$ cat config.mk
export PLATFORM = sky130hd
export DESIGN_NAME = if_fetch_unit
export DESIGN_NICKNAME = d
export VERILOG_FILES = /design/src/rtl/if_fetch_unit.sv
export SDC_FILE = /design/constraint.sdc
export NUM_CORES = 1
export LEC_CHECK = 0
export CAP_MARGIN = 0
export CORE_UTILIZATION = 50
export DETAILED_ROUTE_END_ITERATION = 6
export PLACE_DENSITY = 0.8
export SYNTH_ARGS = -nofsm -noshare
export SYNTH_HDL_FRONTEND = slang
export SYNTH_SLANG_ARGS = --single-unit
$ cat constraint.sdc
create_clock -name clk -period 3.6 [get_ports clk]
set_clock_uncertainty 0.2 [all_clocks]
set_input_delay 1.08 -clock clk [delete_from_list [all_inputs] [get_ports clk]]
set_output_delay 1.08 -clock clk [all_outputs]
set_load 0.02 [all_outputs]
$ cat src/rtl/if_fetch_unit.sv
// Instruction-fetch stage: drives the ROM address, captures {pc, instr} into a 2-entry skid buffer.
// Optional halt on the unmapped ROM word is enabled by defining FETCH_HALT_ON_ILLEGAL_EN.
module if_fetch_unit #(
    parameter logic [31:0] RESET_PC = 32'h0000_0000
) (
    input  logic        clk,
    input  logic        rst,
    output logic [31:0] imem_addr,
    input  logic [31:0] imem_data,
    input  logic        redirect_valid,
    input  logic [31:0] redirect_pc,
    output logic        out_valid,
    input  logic        out_ready,
    output logic [31:0] out_instr,
    output logic [31:0] out_pc,
    output logic        halted
);

    typedef enum logic {
        RUN  = 1'b0,
        HALT = 1'b1
    } state_e;

    state_e      state_q, state_d;
    logic [31:0] pc_q, pc_d;
    logic [31:0] buf_pc_q    [2];
    logic [31:0] buf_pc_d    [2];
    logic [31:0] buf_instr_q [2];
    logic [31:0] buf_instr_d [2];
    logic        wr_ptr_q, wr_ptr_d;
    logic        rd_ptr_q, rd_ptr_d;
    logic [1:0]  count_q, count_d;

    logic        pop;
    logic        fetch_ok;
    logic        illegal;
    logic        push;

`ifdef FETCH_HALT_ON_ILLEGAL_EN
    assign illegal = (imem_data == 32'hFFFF_FFFF);
`else
    assign illegal = 1'b0;
`endif

    // A full buffer may still accept a word when the head leaves in the same cycle.
    assign pop      = (count_q != 2'd0) & out_ready;
    assign fetch_ok = (state_q == RUN) & ~redirect_valid & ((count_q < 2'd2) | pop);
    assign push     = fetch_ok & ~illegal;

    // FSM: state register
    always_ff @(posedge clk) begin
        if (rst) begin
            state_q <= RUN;
        end else begin
            state_q <= state_d;
        end
    end

    // FSM: next state
    always_comb begin
        // NOTE: every combinational output gets a default first so no path leaves it unassigned (no latch).
        state_d = state_q;
        if (redirect_valid) begin
            state_d = RUN;
        end else if (fetch_ok & illegal) begin
            state_d = HALT;
        end
    end

    // FSM: outputs
    always_comb begin
        halted = (state_q == HALT);
    end

    always_comb begin
        pc_d        = pc_q;
        buf_pc_d    = buf_pc_q;
        buf_instr_d = buf_instr_q;
        wr_ptr_d    = wr_ptr_q;
        rd_ptr_d    = rd_ptr_q;
        count_d     = count_q;
        if (redirect_valid) begin
            pc_d     = redirect_pc & 32'hFFFF_FFFC;
            wr_ptr_d = 1'b0;
            rd_ptr_d = 1'b0;
            count_d  = 2'd0;
        end else begin
            if (push) begin
                buf_pc_d[wr_ptr_q]    = pc_q;
                buf_instr_d[wr_ptr_q] = imem_data;
                wr_ptr_d              = ~wr_ptr_q;
                pc_d                  = pc_q + 32'd4;
            end
            if (pop) begin
                rd_ptr_d = ~rd_ptr_q;
            end
            count_d = count_q + {1'b0, push} - {1'b0, pop};
        end
    end

    always_ff @(posedge clk) begin
        // NOTE: state uses non-blocking assignments so every flop samples pre-edge values.
        if (rst) begin
            pc_q     <= RESET_PC;
            wr_ptr_q <= 1'b0;
            rd_ptr_q <= 1'b0;
            count_q  <= 2'd0;
            // NOTE: the two buffer entries are reset because out_pc/out_instr must read 0 after reset.
            for (int i = 0; i < 2; i++) begin
                buf_pc_q[i]    <= 32'd0;
                buf_instr_q[i] <= 32'd0;
            end
        end else begin
            pc_q        <= pc_d;
            wr_ptr_q    <= wr_ptr_d;
            rd_ptr_q    <= rd_ptr_d;
            count_q     <= count_d;
            buf_pc_q    <= buf_pc_d;
            buf_instr_q <= buf_instr_d;
        end
    end

    assign imem_addr = pc_q;
    assign out_valid = (count_q != 2'd0);
    assign out_pc    = buf_pc_q[rd_ptr_q];
    assign out_instr = buf_instr_q[rd_ptr_q];

endmodule

==> metrics.cfg <==
[power]
pwr_density_cell_nw_per_um2 = 460.6
power_leakage_nw = 3.363
ir_drop_mv = 0.2917

[clock_tree]
clk_latency_ns = 0.42
cts_tree = built
ctsResizeCount = 0
htreeDepth = 4
cts_buffers = 17
path_clk_slew_ns = 0.06
cts_sinks = 158
cts_max_path_buffers = 2
root_buffer = clkbuf_16
post_cts_buffers = 0
cts_hold_buffers = 0

[routing]
drt-total-wl_um = 18510
drc = 0
drtIter0Drc = 608
first_pass_iters = 4
via_count = 6522
ant_nets = 0
wl_per_cell_um = 15.58
vias_per_cell = 5.490

[synthesis]
synth_area_um2 = 7118
ys_ff_latch = 158
syn_inst = 874
synth_top_area_cell = dfxtp_1
synth-async-reset-ratio_pct = 0
ys_seq_area_share_pct = 44.44
synth.avg_cell_area_um2 = 8.144
synth-edff-count = 0
synth_top_area_share_pct = 44.44
synth_area_leaders = dfxtp_1 (44%), nand2_1 (14%), mux2_2 (9.8%)
synthFlopType = dfxtp_1
ys_warn_count = 0
ys_types = 51

[critical_path]
cp_slowest_cell = clkdlybuf4s50_1
cp.required_ns = 2.32
critPathLaunchType = flip-flop
worst_ep_arrival_time_ns = 2.10
cp_cell_sequence = buf_4 > mux2_2 > clkdlybuf4s50_1
cp-end-kind = output port
critPathKind = flip-flop to output port
crit_path_max_fanout = 26
crit_path_max_incr_delay_ns = 0.57

[floorplan]
core_um2 = 13880
rows = 43
start_util_pct = 51.28
dieHeight_um = 121.3
die_w_um = 121.3
io_pins = 166
die-area_um2 = 14720

[layout]
fin_nets = 1068
drive_above_1_share_pct = 12.30
syn_to_final_growth_pct = 32.06
utilization_pct = 67.72
diodes = 0

[sta]
setup_violations = 0
rsz0062_at_grt = no
period_minus_slack_ns = 3.376
fmax_mhz = 296.2
timing.setup.tns_ns = 0
hold_viol = 0
fin_crit_sh_pct = 93.78
slew_viol_final = 0
slew_headroom_pct = 58.24
tightest_slew_ns = 0.6264

[placement]
numPortBuffers = 158
hpwl_um = 11690
gp_congestion = 0.8043

[status]
status = finished clean

[global_route]
grt-ovfl-total = 0
grt_max_degree = 84
grt_pass1_vias = 5927
grt_pass1_wl_um = 29640
antenna_found_initial = 0
grt_use_total_pct = 25.56

[flow_run]
cap_violations = 0

[min_path]
hold_path.class = flip-flop to flip-flop

worst max-delay path, delay by kind of cell, from the launching register on:
family	cells	cell delay [ns]
buf+inv	2	0.94
mux	1	0.38
flops	1	0.35
logic make-up after synthesis:
family                     synth area share (%)
xor gates and xnor gates                  1.723
buffers and inverters                     5.203
other                                   0.05268
AOI/OAI and AO/OA                         14.41
adders and majority gates                0.5274
muxes                                     9.808
and+or+nand+nor                           23.84
DFF                                       44.44
routing by layer:
| metal | track usage, % | up-vias | wire, um | part of all wire (%) |
|---|---|---|---|---|
| met5 | 0 | - | 0 | 0 |
| met4 | 10.11 | 0 | 417 | 2.3 |
| met3 | 5.545 | 28 | 1116 | 6.0 |
| met2 | 40.52 | 213 | 8771 | 47 |
| met1 | 33.69 | 3051 | 8205 | 44 |
| li1 | - | 3230 | - | - |
sequential cells by signal, summed over array words and instances, names as in the netlist:
signal	flops
buf_pc_q	60
count_q	2
wr_ptr_q	1
imem_addr	30
rd_ptr_q	1
buf_instr_q	64
cell type report:
cell class / count / area (um2)
clock buffer: 23 / 488.0
clock inverter: 7 / 110.1
fill: 1151 / 4481
inverter: 8 / 30.03
multi-input combinational: 637 / 3613
sequential: 158 / 3164
tap: 180 / 225.2
timing repair buffer: 175 / 1769
per-stage QoR:
| step | total power, mW | instance area, um2 | hold slack (ns) | cells | worst slack (ns) |
|---|---|---|---|---|---|
| 3_5_place_dp | 2.535 | 8802 | 0.2441 | 1158 | 0.3282 |
| 3_3_place_gp | 2.526 | 8802 | 0.2381 | 1158 | 0.3340 |
| 5_1_grt | 4.490 | 9400 | 0.2667 | 1188 | 0.1707 |
| 2_1_floorplan | 2.255 | 7133 | 0.2329 | 878 | 0.7206 |
| 6_report | 4.330 | 9400 | 0.2505 | 1188 | 0.2238 |
| 4_1_cts | 4.356 | 9400 | 0.2524 | 1188 | 0.2119 |
cell usage in the layout, fill, tap and decap left out, types with 6 or more instances in the layout:
cell type        instances
nand2_1                267
a21oi_1                125
nand3_1                  7
nor3_1                   7
inv_1                    7
clkdlybuf4s50_1        157
nor2_1                  28
nand4_1                 14
buf_4                   13
mux2_2                  62
xnor2_1                  8
o21ai_0                  9
and4_1                   6
dfxtp_1                157
xor2_1                   6
a311oi_1                13
a211oi_1                10
or3_1                    6
clkbuf_16               17
worst paths after layout:
kind	endpoint	slack, ns	from	depth (start not counted)
worst max-delay path	out_pc[2]	0.22	rd_ptr_q	3
worst min-delay path	buf_instr_q[55]	0.25	buf_instr_q[55]	2
worst max register to register	imem_addr[20]	1.30	imem_addr[8]	4
worst min register to register	buf_instr_q[55]	0.25	buf_instr_q[55]	2
power by group:
part / switching, mW / internal [mW] / total [mW]
registers: 0.0769 / 1.83 / 1.91
logic: 0.311 / 0.282 / 0.593
clock network: 0.678 / 1.15 / 1.83
total: 1.07 / 3.26 / 4.33
cells in the mapped netlist (4+ instances only):
master / n
or3_1: 7
nor3_1: 7
xor2_1: 6
or4_1: 5
nand3_1: 8
a211oi_1: 10
a311oi_1: 13
nor4_1: 5
nor2_1: 28
xnor2_1: 8
o31ai_1: 5
a21oi_1: 125
nor2b_1: 4
clkbuf_1: 52
o21ai_0: 9
and4_1: 6
and3_1: 6
and2_1: 4
buf_2: 13
nand2_1: 267
dfxtp_1: 158
inv_1: 7
buf_4: 5
mux2_2: 62
nand4_1: 14
Power figures use the tool's default switching activity.
